<file path="config.mk">
export PLATFORM = sky130hd
export DESIGN_NAME = sic_exec_stage_flat
export DESIGN_NICKNAME = d
export VERILOG_FILES = /design/src/rtl/sic_exec_stage_if.sv /design/src/rtl/sic_exec_stage.sv /design/src/flat_wrapper.sv
export SDC_FILE = /design/constraint.sdc
export NUM_CORES = 1
export LEC_CHECK = 0
export ABC_AREA = 1
export CAP_MARGIN = 40
export CORE_UTILIZATION = 47
export DETAILED_ROUTE_END_ITERATION = 8
export PLACE_DENSITY = 0.71
export SYNTH_ARGS = -nofsm -noshare
export SYNTH_HDL_FRONTEND = slang
export SYNTH_SLANG_ARGS = --single-unit
export TNS_END_PERCENT = 20
</file>
<file path="constraint.sdc">
create_clock -name clk -period 6.8 [get_ports clk]
set_input_delay 2.04 -clock clk [delete_from_list [all_inputs] [get_ports clk]]
set_output_delay 2.04 -clock clk [all_outputs]
set_load 0.01 [all_outputs]
</file>
<file path="src/rtl/sic_exec_stage_if.sv">
// Bus bundle for the SIC execute/writeback stage: instruction intake,
// the combinational ALU hookup and the writeback pulse.
//
// Handshake: an instruction transfers on the rising edge where
// in_valid && in_ready are both high. in_ready is high only while the
// stage is idle. The upstream side holds in_valid/in_opcode/in_operand
// stable until that edge, and the stage ignores in_valid at all other
// times. Writeback has no ready: wb_valid is a one-cycle pulse and the
// consumer must take it in that cycle.
interface sic_exec_stage_if #(
  parameter int DATA_WIDTH   = 24,
  parameter int OPCODE_WIDTH = 6,
  parameter int FLAG_WIDTH   = 3
);
  logic                    in_valid;
  logic                    in_ready;
  logic [OPCODE_WIDTH-1:0] in_opcode;
  logic [DATA_WIDTH-1:0]   in_operand;
  logic [OPCODE_WIDTH-1:0] alu_opcode;
  logic [DATA_WIDTH-1:0]   alu_a;
  logic [DATA_WIDTH-1:0]   alu_b;
  logic [DATA_WIDTH-1:0]   alu_result;
  logic [FLAG_WIDTH-1:0]   alu_flags;
  logic                    wb_valid;
  logic                    wb_branch_taken;
  logic [DATA_WIDTH-1:0]   wb_target;
  logic                    wb_illegal;
  logic                    wb_div_zero;

  // Environment side: issues instructions, implements the ALU, consumes writeback.
  modport master (
    output in_valid, in_opcode, in_operand, alu_result, alu_flags,
    input  in_ready, alu_opcode, alu_a, alu_b,
    input  wb_valid, wb_branch_taken, wb_target, wb_illegal, wb_div_zero
  );

  // Execute stage side.
  modport slave (
    input  in_valid, in_opcode, in_operand, alu_result, alu_flags,
    output in_ready, alu_opcode, alu_a, alu_b,
    output wb_valid, wb_branch_taken, wb_target, wb_illegal, wb_div_zero
  );
endinterface

</file>
<file path="src/rtl/sic_exec_stage.sv">
// SIC execute/writeback stage. Owns the accumulator A and the condition
// codes CC, uses the external ALU for ADD/SUB/COMP, and runs MUL (shift-add,
// multiplier LSB first) and DIV (restoring, quotient MSB first) itself over
// 24 iterations. Every accepted instruction retires with one wb_valid pulse.
module sic_exec_stage #(
  parameter int DATA_WIDTH   = 24,
  parameter int OPCODE_WIDTH = 6,
  parameter int FLAG_WIDTH   = 3
) (
  input  logic                  clk,
  input  logic                  rst,
  sic_exec_stage_if.slave       bus,
  output logic [DATA_WIDTH-1:0] acc_q,
  output logic [FLAG_WIDTH-1:0] cc_q,
  output logic [1:0]            dbg_state
);

  typedef enum logic [1:0] {S_IDLE = 2'd0, S_EXEC = 2'd1, S_MUL = 2'd2, S_DIV = 2'd3} state_e;

  localparam logic [OPCODE_WIDTH-1:0] OP_LDA  = 6'h00;
  localparam logic [OPCODE_WIDTH-1:0] OP_ADD  = 6'h18;
  localparam logic [OPCODE_WIDTH-1:0] OP_SUB  = 6'h1C;
  localparam logic [OPCODE_WIDTH-1:0] OP_MUL  = 6'h20;
  localparam logic [OPCODE_WIDTH-1:0] OP_DIV  = 6'h24;
  localparam logic [OPCODE_WIDTH-1:0] OP_COMP = 6'h28;
  localparam logic [OPCODE_WIDTH-1:0] OP_JEQ  = 6'h30;
  localparam logic [OPCODE_WIDTH-1:0] OP_JGT  = 6'h34;
  localparam logic [OPCODE_WIDTH-1:0] OP_JLT  = 6'h38;

  localparam logic [FLAG_WIDTH-1:0] CC_EQ = 3'b100;
  localparam logic [FLAG_WIDTH-1:0] CC_LT = 3'b010;
  localparam logic [FLAG_WIDTH-1:0] CC_GT = 3'b001;

  // Last iteration index; also the bit position of the dividend MSB.
  localparam logic [4:0] LAST = 5'(DATA_WIDTH - 1);

  state_e                  state_q, state_d;
  logic [DATA_WIDTH-1:0]   acc_d;
  logic [FLAG_WIDTH-1:0]   cc_d;
  logic [OPCODE_WIDTH-1:0] op_q, op_d;
  logic [DATA_WIDTH-1:0]   opnd_q, opnd_d;
  logic [4:0]              cnt_q, cnt_d;
  logic [DATA_WIDTH-1:0]   work_q, work_d;   // MUL partial product / DIV quotient
  logic [DATA_WIDTH-1:0]   rem_q, rem_d;     // DIV partial remainder
  logic                    wb_valid_q, wb_valid_d;
  logic                    wb_taken_q, wb_taken_d;
  logic [DATA_WIDTH-1:0]   wb_target_q, wb_target_d;
  logic                    wb_illegal_q, wb_illegal_d;
  logic                    wb_div_zero_q, wb_div_zero_d;

  // A does not change while MUL/DIV iterate, so it serves directly as the
  // multiplicand and as the dividend bit source.
  logic [DATA_WIDTH-1:0] mul_sum;
  logic [DATA_WIDTH:0]   div_shift;
  logic                  div_ge;
  logic [DATA_WIDTH-1:0] div_quo;
  logic [DATA_WIDTH-1:0] div_rem;

  assign mul_sum   = opnd_q[cnt_q] ? (work_q + (acc_q << cnt_q)) : work_q;
  assign div_shift = {rem_q, acc_q[LAST - cnt_q]};
  assign div_ge    = (div_shift >= {1'b0, opnd_q});
  assign div_rem   = div_ge ? (div_shift[DATA_WIDTH-1:0] - opnd_q) : div_shift[DATA_WIDTH-1:0];
  assign div_quo   = {work_q[DATA_WIDTH-2:0], div_ge};

  assign bus.in_ready        = (state_q == S_IDLE);
  assign bus.alu_opcode      = op_q;
  assign bus.alu_a           = acc_q;
  assign bus.alu_b           = opnd_q;
  assign bus.wb_valid        = wb_valid_q;
  assign bus.wb_branch_taken = wb_taken_q;
  assign bus.wb_target       = wb_target_q;
  assign bus.wb_illegal      = wb_illegal_q;
  assign bus.wb_div_zero     = wb_div_zero_q;
  assign dbg_state           = state_q;

  // Next-state, datapath and writeback decode; wb flags default low so they
  // read 0 whenever no commit happens in this cycle.
  always_comb begin
    state_d       = state_q;
    acc_d         = acc_q;
    cc_d          = cc_q;
    op_d          = op_q;
    opnd_d        = opnd_q;
    cnt_d         = cnt_q;
    work_d        = work_q;
    rem_d         = rem_q;
    wb_valid_d    = 1'b0;
    wb_taken_d    = 1'b0;
    wb_target_d   = wb_target_q;
    wb_illegal_d  = 1'b0;
    wb_div_zero_d = 1'b0;
    case (state_q)
      S_IDLE: begin
        if (bus.in_valid) begin
          op_d   = bus.in_opcode;
          opnd_d = bus.in_operand;
          cnt_d  = '0;
          work_d = '0;
          rem_d  = '0;
          if (bus.in_opcode == OP_MUL) begin
            state_d = S_MUL;
          end else if (bus.in_opcode == OP_DIV && bus.in_operand != '0) begin
            state_d = S_DIV;
          end else begin
            state_d = S_EXEC;
          end
        end
      end
      S_EXEC: begin
        state_d    = S_IDLE;
        wb_valid_d = 1'b1;
        case (op_q)
          OP_LDA:         acc_d = opnd_q;
          OP_ADD, OP_SUB: acc_d = bus.alu_result;
          OP_COMP:        cc_d  = bus.alu_flags;
          OP_JEQ: begin
            wb_target_d = opnd_q;
            wb_taken_d  = (cc_q == CC_EQ);
          end
          OP_JGT: begin
            wb_target_d = opnd_q;
            wb_taken_d  = (cc_q == CC_GT);
          end
          OP_JLT: begin
            wb_target_d = opnd_q;
            wb_taken_d  = (cc_q == CC_LT);
          end
          OP_DIV: begin
            // Only a zero divisor reaches EXEC with DIV.
            acc_d         = '1;
            wb_div_zero_d = 1'b1;
          end
          default:        wb_illegal_d = 1'b1;
        endcase
      end
      S_MUL: begin
        work_d = mul_sum;
        cnt_d  = cnt_q + 5'd1;
        if (cnt_q == LAST) begin
          acc_d      = mul_sum;
          wb_valid_d = 1'b1;
          state_d    = S_IDLE;
        end
      end
      S_DIV: begin
        work_d = div_quo;
        rem_d  = div_rem;
        cnt_d  = cnt_q + 5'd1;
        if (cnt_q == LAST) begin
          acc_d      = div_quo;
          wb_valid_d = 1'b1;
          state_d    = S_IDLE;
        end
      end
      default: state_d = S_IDLE;
    endcase
  end

  // State and datapath registers; reset abandons any iteration in flight.
  always_ff @(posedge clk or posedge rst) begin
    if (rst) begin
      state_q       <= S_IDLE;
      acc_q         <= '0;
      cc_q          <= '0;
      op_q          <= '0;
      opnd_q        <= '0;
      cnt_q         <= '0;
      work_q        <= '0;
      rem_q         <= '0;
      wb_valid_q    <= 1'b0;
      wb_taken_q    <= 1'b0;
      wb_target_q   <= '0;
      wb_illegal_q  <= 1'b0;
      wb_div_zero_q <= 1'b0;
    end else begin
      state_q       <= state_d;
      acc_q         <= acc_d;
      cc_q          <= cc_d;
      op_q          <= op_d;
      opnd_q        <= opnd_d;
      cnt_q         <= cnt_d;
      work_q        <= work_d;
      rem_q         <= rem_d;
      wb_valid_q    <= wb_valid_d;
      wb_taken_q    <= wb_taken_d;
      wb_target_q   <= wb_target_d;
      wb_illegal_q  <= wb_illegal_d;
      wb_div_zero_q <= wb_div_zero_d;
    end
  end

endmodule

</file>
<file path="src/flat_wrapper.sv">
// flat-port wrapper written by rule: the top's interface ports become plain ports
module sic_exec_stage_flat 
#(
  parameter int DATA_WIDTH   = 24,
  parameter int OPCODE_WIDTH = 6,
  parameter int FLAG_WIDTH   = 3
)
  (clk, rst, acc_q, cc_q, dbg_state, bus_in_valid, bus_in_opcode, bus_in_operand, bus_alu_result, bus_alu_flags, bus_in_ready, bus_alu_opcode, bus_alu_a, bus_alu_b, bus_wb_valid, bus_wb_branch_taken, bus_wb_target, bus_wb_illegal, bus_wb_div_zero);
  sic_exec_stage_if #(.DATA_WIDTH(DATA_WIDTH), .OPCODE_WIDTH(OPCODE_WIDTH), .FLAG_WIDTH(FLAG_WIDTH)) bus_i ();
  input  logic clk;
  input  logic rst;
  output logic [DATA_WIDTH-1:0] acc_q;
  output logic [FLAG_WIDTH-1:0] cc_q;
  output logic [1:0] dbg_state;
  input wire logic [$bits(bus_i.in_valid)-1:0] bus_in_valid;
  input wire logic [$bits(bus_i.in_opcode)-1:0] bus_in_opcode;
  input wire logic [$bits(bus_i.in_operand)-1:0] bus_in_operand;
  input wire logic [$bits(bus_i.alu_result)-1:0] bus_alu_result;
  input wire logic [$bits(bus_i.alu_flags)-1:0] bus_alu_flags;
  output wire logic [$bits(bus_i.in_ready)-1:0] bus_in_ready;
  output wire logic [$bits(bus_i.alu_opcode)-1:0] bus_alu_opcode;
  output wire logic [$bits(bus_i.alu_a)-1:0] bus_alu_a;
  output wire logic [$bits(bus_i.alu_b)-1:0] bus_alu_b;
  output wire logic [$bits(bus_i.wb_valid)-1:0] bus_wb_valid;
  output wire logic [$bits(bus_i.wb_branch_taken)-1:0] bus_wb_branch_taken;
  output wire logic [$bits(bus_i.wb_target)-1:0] bus_wb_target;
  output wire logic [$bits(bus_i.wb_illegal)-1:0] bus_wb_illegal;
  output wire logic [$bits(bus_i.wb_div_zero)-1:0] bus_wb_div_zero;
  assign bus_i.in_valid = bus_in_valid;
  assign bus_i.in_opcode = bus_in_opcode;
  assign bus_i.in_operand = bus_in_operand;
  assign bus_i.alu_result = bus_alu_result;
  assign bus_i.alu_flags = bus_alu_flags;
  assign bus_in_ready = bus_i.in_ready;
  assign bus_alu_opcode = bus_i.alu_opcode;
  assign bus_alu_a = bus_i.alu_a;
  assign bus_alu_b = bus_i.alu_b;
  assign bus_wb_valid = bus_i.wb_valid;
  assign bus_wb_branch_taken = bus_i.wb_branch_taken;
  assign bus_wb_target = bus_i.wb_target;
  assign bus_wb_illegal = bus_i.wb_illegal;
  assign bus_wb_div_zero = bus_i.wb_div_zero;
  sic_exec_stage #(.DATA_WIDTH(DATA_WIDTH), .OPCODE_WIDTH(OPCODE_WIDTH), .FLAG_WIDTH(FLAG_WIDTH)) u_core (.clk(clk), .rst(rst), .bus(bus_i), .acc_q(acc_q), .cc_q(cc_q), .dbg_state(dbg_state));
endmodule
</file>
Word-level counts from Yosys, hierarchy flattened
Index checks and enable logic that the tools add are counted.

Add/sub/neg operators: 4. Order comparisons: 3. Equality and inequality tests: 21. Shift-type cells: 1. Muxes and demuxes: 28. Reduce and logical (&&, ||, !) cells: 20.

Operators with widths (number): $pmux 24 s3 (3); $mux 24 (5); $pmux 24 s2 (1); $eq 6x6->1 const B (7); $ge 25x24->1 (1); $add 24x24->24 (1); $reduce_bool 24->1 (1); $shl 24x5->24 (1); $sub 24x24->24 (1); $reduce_and 2->1 (7); $eq 6x5->1 const B (2); $lt 5x6->1 const B (2); $bmux 1 s5 (2); $pmux 5 s2 (1); $mux 1 (8); $mux 2 (4); $reduce_or 8->1 (1); $logic_not 6->1 (1); $ne 2x1->1 const B (3); $pmux 2 s3 (1); $reduce_bool 3->1 (2); $add 5x1->5 const B (1); $eq 5x5->1 const B (1); $mux 5 (1); 16 further kinds (19).

Bits in registers: 140. Bits of input ports: 60. Word-level logic and storage cells: 90.

Logic depth before layout (Yosys ltp)
Gate-level depths: netlist of the first run.

Depth in word-level cells: 6. Gate-level depth with buffers: 28. Gate-level depth less buffers: 26.

Worst setup path after synthesis of the first run
No wires, ideal clock.

Path kind: reg2reg. From: register u_core.cnt_q[1]. To: register u_core.acc_q[22]. Library setup time: 113 ps. Data arrival time: 3176 ps. Required time: 6687 ps. Path slack: 3511 ps. Cell stages (with the launch flop): 27. Buffers on the path: 3. Period minus slack after synthesis: 3289 ps. Cells stage by stage: dfrtp_1 > inv_1 > buf_2 > buf_2 > buf_2 > nand2_1 > nor2_1 > inv_1 > nor2_1 > inv_1 > nor2_1 > inv_1 > fa_1 > inv_1 > nand2_1 > o21ai_0 > nand2_1 > nand2_1 > nand3_1 > nand2_1 > nand2_1 > nand2_1 > nor2_1 > o21ai_1 > nand3b_1 > nand2_1 > inv_1.

Word-level cells in the longest chain between the ends: 5. Elaborated cells between the ends (all ways): 11. Classes of those cells: add/sub: 1; eq/ne: 3; shift: 1; mux: 5; reduce/logical: 1.

RTL lines: from (decl) (RTL line sic_exec_stage.sv:42) `logic [4:0] cnt_q, cnt_d;`; from (signal assigned) (RTL line sic_exec_stage.sv:181) `cnt_q <= cnt_d;`; $shl 24x5->24 or $bmux 1 s5 (tied branches) (RTL line sic_exec_stage.sv:59) `assign mul_sum = opnd_q[cnt_q] ? (work_q + (acc_q << cnt_q)) : work_q;`; $add 24x24->24 or $mux 1 (tied branches) (RTL line sic_exec_stage.sv:59); $mux 24 (RTL line sic_exec_stage.sv:59); $mux 24 (RTL line sic_exec_stage.sv:139) `if (cnt_q == LAST) begin`; $pmux 24 s3 (RTL line sic_exec_stage.sv:92) `case (state_q)`; to (signal assigned) (RTL line sic_exec_stage.sv:163) `acc_q <= '0;`; to (signal assigned) (RTL line sic_exec_stage.sv:177) `acc_q <= acc_d;`; to (decl) (RTL line sic_exec_stage.sv:13) `output logic [DATA_WIDTH-1:0] acc_q,`.

Several ways; a longest one is shown, not always the timed one. The select of a mux whose other input is x is not followed. A chain may end at the register's enable or synchronous reset.

Worst setup path in the final report of the first run
From: register u_core.cnt_q[2]. To: register u_core.rem_q[17].

Word-level cells in the longest chain between the ends: 6. Elaborated cells between the ends (all ways): 7. Classes of those cells: add/sub: 2; order compare: 1; mux: 4.

RTL lines: $sub 5x5->5 * (RTL line sic_exec_stage.sv:60) `assign div_shift = {rem_q, acc_q[LAST - cnt_q]};`; $bmux 1 s5 * (RTL line sic_exec_stage.sv:60); $mux 1 (not written as such) * (RTL line sic_exec_stage.sv:60); $sub 24x24->24 or $ge 25x24->1 (tied branches) (RTL line sic_exec_stage.sv:62, sic_exec_stage.sv:61); $mux 24 * (RTL line sic_exec_stage.sv:62) `assign div_rem = div_ge ? (div_shift[DATA_WIDTH-1:0] - opnd_q) : div_shift[DATA_WIDTH-1:0];`; $pmux 24 s2 * (RTL line sic_exec_stage.sv:92); to (signal assigned) (RTL line sic_exec_stage.sv:183) `rem_q <= rem_d;`; to (decl) (RTL line sic_exec_stage.sv:44) `logic [DATA_WIDTH-1:0] rem_q, rem_d;`.

Mark *: on every way between the ends. The rest lies on a longest branch, timed or not. The select of a mux whose other input is x is not followed.

==> results.cfg, run 1 <==
[floorplan]
ios = 172
initial_core_util = 0.481
fp.dieH_um = 154
dieArea_sq_um = 23800
die_x_um = 154
rows = 55
fp.coreArea_sq_um = 22600

[synthesis]
synth_seq_cells = 140
synth-edff-count = 0
ys.flop_type = dfrtp_1
synthArstFlopShare = 1.00
postSynthAreaPerCell_sq_um = 6.75
syn-instance-count = 1611
yosys.area.top_type = dfrtp_1
synthDistinctLibCells = 48
netlist.area_leader.share = 0.322
yosys-top-cells-area = dfrtp_1 (32%), nand2_1 (17%), o21ai_0 (7.1%)
yosysWarningCount = 0
synth_fp_nets = 1722
synthesis.area_sq_um = 10900
ys_seq_area_frac = 0.322

[power]
power_per_cell_area_nw_per_um2 = 495
p_leak_nw = 6.44
switching_share = 0.514
pwr-share-seq = 0.223
pwr-share-comb = 0.635
p_int_mw = 3.16
netSwitchingPower_mw = 3.34
p_clk_frac = 0.143
total_power_mw = 6.50
irDropWorstVdd_mv = 0.269

[placed_design]
dp_hpwl_mm = 28.1
dp.cells = 1986
place_area_sq_um = 12600
gp_congestion = 0.965
port_buffers = 171

[timing]
maxSlewHeadroom = 0.360
fin_crit_sh = 0.679
worst-slew-pin-transition_ns = 0.960
drv_slew = 0
holdWs_ns = 0.489
hold_viol = 0
setup-tns-final_ns = 0
period_minus_slack_ns = 4.61
setup_viol = 0
fmax_mhz = 217
rsz0062_at_grt = false
skew_ns = 0.00941

[setup_path]
worst-endpoint-required_ns = 7.13
worst_path_max_delay_cell = dfrtp_1
path_max_fanout = 30
path_cells = inv_1 > nand3_1 > nand2_1 > nand2_1 > a21oi_1 > a31oi_1 > ha_1 > inv_1 > nand3_1 > nand3_1 > nand3_1 > nand3_1 > nand2_1 > nand2_1 > nand4_1 > nand3_1 > buf_4 > or2_2 > nand3_1 > nand2_1
cp-start-kind = flip-flop
crit_type = flip-flop to flip-flop
crit_top_cell = nand3_1
cp.buffers_inverters = 3
cp_top_family = simple AND/OR/NAND/NOR gates
r2r_slack_ns = 2.19
critPathMaxStageDelay_ns = 0.95
r2r.worst_path.cells = 20
crit_arrival_ns = 4.94
end_kind = flip-flop
r2r_start = u_core.cnt_q[2]$_DFFE_PP0P_
worstReg2RegEnd = u_core.rem_q[17]$_DFFE_PP0P_

[global_routing]
grt_overflow = 0
antenna_found_initial = 0
grt_pass1_vias = 10960
track_usage = 0.316
grt_max_degree = 67
grt_pass1_wl_mm = 58.6

[clock_tree]
cts_root_buf = clkbuf_16
clkSinkCount = 140
cts.clk_slew.worst_paths_ns = 0.07
hold_buffers = 0
cts_setup_buffers = 0
cts_buffers = 17
cts_buffer_depth = 2
post_cts_resized = 0
cts_tree = done
h-tree-depth = 4
clkLatencyLatePin_ns = 0.44

[final_layout]
seq_area_sq_um = 3500
area_growth_pct = 20.7
final_nets = 1831
stdcell_count = 2018
diodes = 0
multiInputGateArea_sq_um = 6200
drive_gt1_frac = 0.0496
fin_area_sq_um = 13100
fillers = 2187
layout_commonest_cell = nand2_1
layout_common_cells = nand2_1 (479), inv_1 (172), clkdlybuf4s50_1 (171)

[route]
drtPass1Iterations = 6
drtIter0Drc = 978
via_count = 11391
wl_per_cell_um = 18.2
drc = 0
viasPerCell = 5.64
routed_wl_mm = 36.7
ant_nets = 0

[min_path]
hold_path_end = u_core.bus.wb_target[1]$_DFFE_PP0P_
min_path_cells = 2
hold_class = flip-flop to flip-flop
min-delay-start = u_core.bus.wb_target[1]$_DFFE_PP0P_

[flow_run]
maxCapViolCount = 0

[run_status]
status = completed
## worst max path at each step
stage	startpoint	endpoint	slack, ns	cells after the start
after CTS	u_core.cnt_q[0]$_DFFE_PP0P_	u_core.rem_q[17]$_DFFE_PP0P_	2.30	22
after global placement	u_core.cnt_q[2]$_DFFE_PP0P_	u_core.rem_q[17]$_DFFE_PP0P_	2.38	20
after detailed placement	u_core.cnt_q[2]$_DFFE_PP0P_	u_core.rem_q[17]$_DFFE_PP0P_	2.30	20
after global routing	u_core.cnt_q[0]$_DFFE_PP0P_	u_core.acc_q[18]$_DFFE_PP0P_	1.76	25
after floorplan	rst	u_core.acc_q[0]$_DFFE_PP0P_	1.01	1
final	u_core.cnt_q[2]$_DFFE_PP0P_	u_core.rem_q[17]$_DFFE_PP0P_	2.19	20
## stage by stage
step	worst slack [ns]	utilization
after floorplan	1.01	-
after global placement	2.38	0.553
after detailed placement	2.30	0.555
after CTS	2.30	0.580
after global routing	1.76	0.580
final	2.19	0.580
## power by group through the flow
stage / logic, mW / registers [mW] / clock network [mW]
4_1_cts: 4.10 / 1.44 / 0.937
6_report: 4.12 / 1.45 / 0.929
2_1_floorplan: 2.79 / 1.40 / 0
3_3_place_gp: 4.03 / 1.45 / 0
5_1_grt: 4.58 / 1.48 / 0.968
3_5_place_dp: 4.07 / 1.45 / 0
## cells by family after synthesis
kind of cell | after synthesis | synth area share
flops | 140 | 0.322
buf+inv | 271 | 0.108
fa+ha+maj | 51 | 0.0600
simple gates | 803 | 0.313
xor+xnor | 30 | 0.0242
mux | 4 | 0.00391
compound gates | 312 | 0.169
## layer usage
metal,vias to the layer above,global-route usage,routed length [um]
li1,5528,-,-
met1,5408,0.395,15200
met2,377,0.557,18400
met3,78,0.0420,1870
met4,0,0.117,1130
met5,-,0,0
## registers in the layout (all words and copies together) (netlist names)
| register | count |
|---|---|
| u_core.acc_q | 24 |
| u_core.bus.alu_b | 24 |
| u_core.bus.wb_target | 24 |
| u_core.rem_q | 24 |
| u_core.work_q | 24 |
| u_core.bus.alu_opcode | 6 |
| u_core.cnt_q | 5 |
| u_core.cc_q | 3 |
| u_core.dbg_state | 2 |
| u_core.bus.wb_branch_taken | 1 |
| u_core.bus.wb_div_zero | 1 |
| u_core.bus.wb_illegal | 1 |
| u_core.bus.wb_valid | 1 |
## area by class of cell
class / instances / area share
clock inverter: 15 / 0.0116
multi-input combinational: 1200 / 0.472
clock buffer: 17 / 0.0324
tap: 285 / 0.0271
inverter: 178 / 0.0512
sequential: 140 / 0.267
timing repair buffer: 183 / 0.139
## worst reg2reg max path, cell delays in order, from the launching register on
cell     delay, ns
dfrtp_1       0.95
inv_1         0.62
nand3_1       0.26
nand2_1       0.07
nand2_1       0.10
a21oi_1       0.08
a31oi_1       0.28
ha_1          0.26
inv_1         0.05
nand3_1       0.06
nand3_1       0.13
nand3_1       0.10
nand3_1       0.16
nand2_1       0.10
nand2_1       0.09
nand4_1       0.09
nand3_1       0.35
buf_4         0.36
or2_2         0.28
nand3_1       0.08
nand2_1       0.05
## Yosys cell counts (2+ instances only)
cell,number
nand2_2,2
a21oi_1,74
o211ai_2,13
mux2_2,2
xor2_1,14
a211oi_1,5
buf_4,33
buf_1,7
clkbuf_1,35
nor3_1,13
dfrtp_1,140
clkinv_1,2
or2_2,16
nand3b_1,5
o221ai_1,12
o21bai_1,8
mux2i_1,2
nand3_1,137
o21ai_0,154
inv_2,3
buf_6,2
xnor2_1,16
a31oi_1,5
o21a_1,2
fa_1,2
or2_1,3
nor4_1,11
o211ai_1,14
a21o_1,8
nor2_1,103
a22oi_1,4
o21ai_1,5
nand4_1,30
o22ai_1,2
nand2_1,479
inv_1,173
ha_1,49
buf_2,16
Note: power is estimated with default switching activity, not from simulation.
==> inputs of run 2 (changes only) <==
==> constraint.sdc (replaced) <==
create_clock -name clk -period 4.4 [get_ports clk]
set_input_delay 1.32 -clock clk [delete_from_list [all_inputs] [get_ports clk]]
set_output_delay 1.32 -clock clk [all_outputs]
set_load 0.01 [all_outputs]
==> results.cfg, run 2 (synthesis gave the netlist of run 1 again) <==
[power]
power_per_cell_area_nw_per_um2 = 762
netSwitchingPower_mw = 5.19
p_int_mw = 4.91
irDropWorstVdd_mv = 0.371
pwr-share-seq = 0.218
pwr-share-comb = 0.639
switching_share = 0.514
p_clk_frac = 0.143
total_power_mw = 10.1
p_leak_nw = 6.51

[timing]
setup_slack_ns = 0.651
fmax_mhz = 267
setup_viol = 0
drv_slew = 0
fin_crit_sh = 0.852
hold_viol = 0
skew_ns = 0.0101
period_minus_slack_ns = 3.75
setup-tns-final_ns = 0
maxSlewHeadroom = 0.434
worst-slew-pin-transition_ns = 0.848
rsz0062_at_grt = false
holdWs_ns = 0.493

[placed_design]
dp.cells = 2001
place_ws_ns = 0.716
dp_hpwl_mm = 28.2
place_area_sq_um = 12700
port_buffers = 171
gp_congestion = 1.01

[global_routing]
track_usage = 0.315
antenna_found_initial = 0
grt_pass1_vias = 10850
grt_max_degree = 50
grt_overflow = 0
grt_pass1_wl_mm = 58.1

[final_layout]
final_nets = 1846
drive_gt1_frac = 0.0578
fin_area_sq_um = 13200
diodes = 0
layout_commonest_cell = nand2_1
area_growth_pct = 21.7
layout_common_cells = nand2_1 (479), inv_1 (172), clkdlybuf4s50_1 (171)
stdcell_count = 2033
utilization = 0.585

[floorplan]
initial_core_util = 0.481
die_x_um = 154
fp.coreArea_sq_um = 22600
ios = 172
dieArea_sq_um = 23800
rows = 55
fp.dieH_um = 154

[clock_tree]
h-tree-depth = 4
cts_setup_buffers = 0
cts.clk_slew.worst_paths_ns = 0.07
cts_buffer_depth = 2
cts_buffers = 17
cts_root_buf = clkbuf_16
hold_buffers = 0
clkSinkCount = 140
clkLatencyLatePin_ns = 0.44
cts_tree = done
post_cts_resized = 0

[min_path]
min_path_cells = 2
min-delay-start = u_core.bus.wb_target[23]$_DFFE_PP0P_
hold_class = flip-flop to flip-flop
hold_path_end = u_core.bus.wb_target[23]$_DFFE_PP0P_

[setup_path]
cp-start-kind = flip-flop
crit_arrival_ns = 4.11
critPathMaxStageDelay_ns = 0.41
end_kind = flip-flop
crit_type = flip-flop to flip-flop
worst-endpoint-required_ns = 4.76
worstReg2RegEnd = u_core.rem_q[16]$_DFFE_PP0P_
cp_top_family = compound AO/OA/AOI/OAI gates
r2r_start = u_core.cnt_q[0]$_DFFE_PP0P_
r2r.worst_path.cells = 18
path_max_fanout = 25
worst_path_max_delay_cell = fa_1
path_cells = inv_2 > nand2_1 > nand3_1 > nand3_1 > nand2_1 > nand2_1 > a21oi_1 > a31oi_1 > ha_1 > fa_1 > o21ai_2 > a21oi_1 > o21ai_0 > nand3_1 > a21oi_1 > nand3b_1 > nand3_1 > nand2_1
cp.buffers_inverters = 1
r2r_slack_ns = 0.65

[run_status]
status = completed

[flow_run]
maxCapViolCount = 0

[route]
viasPerCell = 5.66
via_count = 11502
wl_per_cell_um = 18.1
drtPass1Iterations = 6
routed_wl_mm = 36.9
drc = 0
ant_nets = 0
drtIter0Drc = 1084
run 2: cell types whose count changed in the layout (fill, tap and decap cells not counted), sizes merged:
cell	delta
buf	+15
clkinv	+1
inv	-1
run 2: metal layers:
metal | part of all wire | vias to the layer above | routed length [um] | GRT usage
li1 | - | 5566 | - | -
met1 | 0.42 | 5424 | 15400 | 0.400
met2 | 0.50 | 419 | 18400 | 0.548
met3 | 0.047 | 93 | 1720 | 0.0324
met4 | 0.036 | 0 | 1330 | 0.131
met5 | 0 | - | 0 | 0
run 2: final cells by class:
| cell class | count | area (sq um) |
|---|---|---|
| fillers | 2187 | 9400 |
| multi-input cells | 1200 | 6200 |
| flip-flops and latches | 140 | 3500 |
| repair buffers | 198 | 1940 |
| inverters | 178 | 672 |
| clock buffers | 17 | 425 |
| well taps | 285 | 357 |
| clock inverters | 15 | 146 |
run 2: power groups by stage:
stage | Combinational, mW | Clock [mW] | Sequential, mW
2_1_floorplan | 4.31 | 0 | 2.16
3_3_place_gp | 6.29 | 0 | 2.21
3_5_place_dp | 6.34 | 0 | 2.21
4_1_cts | 6.40 | 1.46 | 2.19
5_1_grt | 7.19 | 1.51 | 2.24
6_report | 6.45 | 1.45 | 2.20
run 2: worst register-to-register path, cell delays in order (launching register included):
cell and delay (ns):
dfrtp_1 0.40, inv_2 0.33, nand2_1 0.14, nand3_1 0.12
nand3_1 0.09, nand2_1 0.10, nand2_1 0.07, a21oi_1 0.15
a31oi_1 0.09, ha_1 0.25, fa_1 0.41, o21ai_2 0.24
a21oi_1 0.21, o21ai_0 0.41, nand3_1 0.20, a21oi_1 0.17
nand3b_1 0.12, nand3_1 0.07, nand2_1 0.11
run 2: worst max path at each step:
stage                                      from                           end  slack (ns)  depth (start not counted)
global route        u_core.cnt_q[0]$_DFFE_PP0P_  u_core.rem_q[16]$_DFFE_PP0P_        0.30                         18
finish              u_core.cnt_q[0]$_DFFE_PP0P_  u_core.rem_q[16]$_DFFE_PP0P_        0.65                         18
floorplan           u_core.cnt_q[1]$_DFFE_PP0P_  u_core.acc_q[22]$_DFFE_PP0P_        1.11                         26
global placement    u_core.cnt_q[0]$_DFFE_PP0P_  u_core.rem_q[16]$_DFFE_PP0P_        0.84                         18
detailed placement  u_core.cnt_q[0]$_DFFE_PP0P_  u_core.rem_q[16]$_DFFE_PP0P_        0.72                         18
CTS                 u_core.cnt_q[0]$_DFFE_PP0P_  u_core.rem_q[16]$_DFFE_PP0P_        0.70                         18
==> inputs of run 3 (changes only) <==
--- a/config.mk
+++ b/config.mk
@@ -6,7 +6,6 @@
 export NUM_CORES = 1
 export LEC_CHECK = 0
 export ABC_AREA = 1
-export CAP_MARGIN = 40
 export CORE_UTILIZATION = 47
 export DETAILED_ROUTE_END_ITERATION = 8
 export PLACE_DENSITY = 0.71
==> constraint.sdc (replaced) <==
create_clock -name clk -period 3.9 [get_ports clk]
set_input_delay 1.17 -clock clk [delete_from_list [all_inputs] [get_ports clk]]
set_output_delay 1.17 -clock clk [all_outputs]
set_load 0.01 [all_outputs]
==> results.cfg, run 3 (synthesis gave the netlist of run 1 again) <==
[route]
routed_wl_mm = 37.5
drtPass1Iterations = 6
drtIter0Drc = 1081
via_count = 11438
viasPerCell = 5.62
drc = 0
ant_nets = 0
wl_per_cell_um = 18.4

[power]
switching_share = 0.507
pwr-share-comb = 0.633
power_per_cell_area_nw_per_um2 = 870
irDropWorstVdd_mv = 0.334
pwr-share-seq = 0.216
p_leak_nw = 6.57
netSwitchingPower_mw = 5.89
total_power_mw = 11.6
p_int_mw = 5.73
p_clk_frac = 0.151

[setup_path]
r2r_start = u_core.cnt_q[0]$_DFFE_PP0P_
cp-start-kind = flip-flop
crit_arrival_ns = 3.96
r2r_slack_ns = 0.32
crit_type = flip-flop to flip-flop
worst-endpoint-required_ns = 4.28
r2r.worst_path.cells = 18
cp-startpoint = u_core.cnt_q[0]$_DFFE_PP0P_
path_max_fanout = 24
worstReg2RegEnd = u_core.rem_q[16]$_DFFE_PP0P_
end_kind = flip-flop
cp-endpoint = u_core.rem_q[16]$_DFFE_PP0P_

[placed_design]
dp.cells = 2005
gp_congestion = 0.989
port_buffers = 171
dp_hpwl_mm = 28.7

[clock_tree]
hold_buffers = 0
cts_tree = done
cts_setup_buffers = 0
cts.clk_slew.worst_paths_ns = 0.07
clkLatencyLatePin_ns = 0.44
clkSinkCount = 140
cts_buffer_depth = 2
h-tree-depth = 4
cts_root_buf = clkbuf_16
post_cts_resized = 0
cts_buffers = 17

[global_routing]
grt_overflow = 0
track_usage = 0.322
grt_max_degree = 50
grt_pass1_vias = 10913
grt_pass1_wl_mm = 59.2
antenna_found_initial = 0

[timing]
fin_crit_sh = 0.917
period_minus_slack_ns = 3.58
fmax_mhz = 280
maxSlewHeadroom = 0.458
hold_viol = 0
drv_slew = 0
skew_ns = 0.00990
setup_viol = 0
setup-tns-final_ns = 0
rsz0062_at_grt = false
worst-slew-pin-transition_ns = 0.811

[final_layout]
fillers = 2147
stdcell_count = 2037
drive_gt1_frac = 0.0605
diodes = 0
area_growth_pct = 22.8
layout_common_cells = nand2_1 (479), inv_1 (172), clkdlybuf4s50_1 (171)
final_nets = 1850
layout_commonest_cell = nand2_1
utilization = 0.590

[floorplan]
rows = 55
dieArea_sq_um = 23800
initial_core_util = 0.481
fp.dieH_um = 154
ios = 172
die_x_um = 154
fp.coreArea_sq_um = 22600

[min_path]
min_path_cells = 2
hold_class = flip-flop to flip-flop

[flow_run]
maxCapViolCount = 0

[run_status]
status = completed
## run 3: power groups by stage
stage               Combinational, mW  Clock, mW  Sequential (mW)
floorplan                        4.86          0             2.44
global placement                 7.14          0             2.51
detailed placement               7.22          0             2.51
CTS                              7.27       1.77             2.49
global route                     8.18       1.83             2.56
finish                           7.35       1.76             2.51
## run 3: worst min-delay path by stage
stage / startpoint / endpoint
finish: u_core.bus.wb_target[9]$_DFFE_PP0P_ / u_core.bus.wb_target[9]$_DFFE_PP0P_
CTS: u_core.bus.wb_target[9]$_DFFE_PP0P_ / u_core.bus.wb_target[9]$_DFFE_PP0P_
global placement: u_core.bus.wb_target[16]$_DFFE_PP0P_ / u_core.bus.wb_target[16]$_DFFE_PP0P_
global route: u_core.bus.wb_target[0]$_DFFE_PP0P_ / u_core.bus.wb_target[0]$_DFFE_PP0P_
floorplan: u_core.rem_q[21]$_DFFE_PP0P_ / u_core.rem_q[21]$_DFFE_PP0P_
detailed placement: u_core.bus.wb_target[11]$_DFFE_PP0P_ / u_core.bus.wb_target[11]$_DFFE_PP0P_
## run 3: cell type report
type / count / area, sq um / share of cell area
Clock inverter: 15 / 191 / 0.0143
Clock buffer: 17 / 425 / 0.0319
Sequential cell: 140 / 3500 / 0.262
Timing Repair Buffer: 202 / 2000 / 0.150
Multi-Input combinational cell: 1200 / 6200 / 0.464
Inverter: 178 / 677 / 0.0507
Tap cell: 285 / 357 / 0.0267
## run 3: critical path: stages (launching register included)
cell and delay (ns):
dfrtp_2 0.52, buf_6 0.24, nand2_1 0.10, nand3_1 0.11, nand3_1 0.10, nand2_1 0.11
nand2_1 0.08, a21oi_1 0.15, a31oi_1 0.09, ha_1 0.27, fa_1 0.42, o21ai_2 0.24
a21oi_1 0.21, o21ai_0 0.33, nand3_1 0.15, a21oi_1 0.14, nand3b_1 0.11, nand3_1 0.07
nand2_1 0.08
## run 3: stage by stage
stage | area [sq um] | hold WS (ns) | setup WS [ns]
6_report | 13400 | 0.489 | 0.324
3_5_place_dp | 12700 | 0.477 | 0.203
5_1_grt | 13400 | 0.512 | 0.00849
2_1_floorplan | 10900 | 0.467 | 0.611
4_1_cts | 13300 | 0.497 | 0.161
3_3_place_gp | 12700 | 0.469 | 0.322
## run 3: layer usage
layer | share of wire | GRT usage | up-vias
met5 | 0 | 0 | -
met2 | 0.49 | 0.558 | 391
met4 | 0.034 | 0.120 | 0
li1 | - | - | 5563
met3 | 0.047 | 0.0383 | 86
met1 | 0.42 | 0.409 | 5398
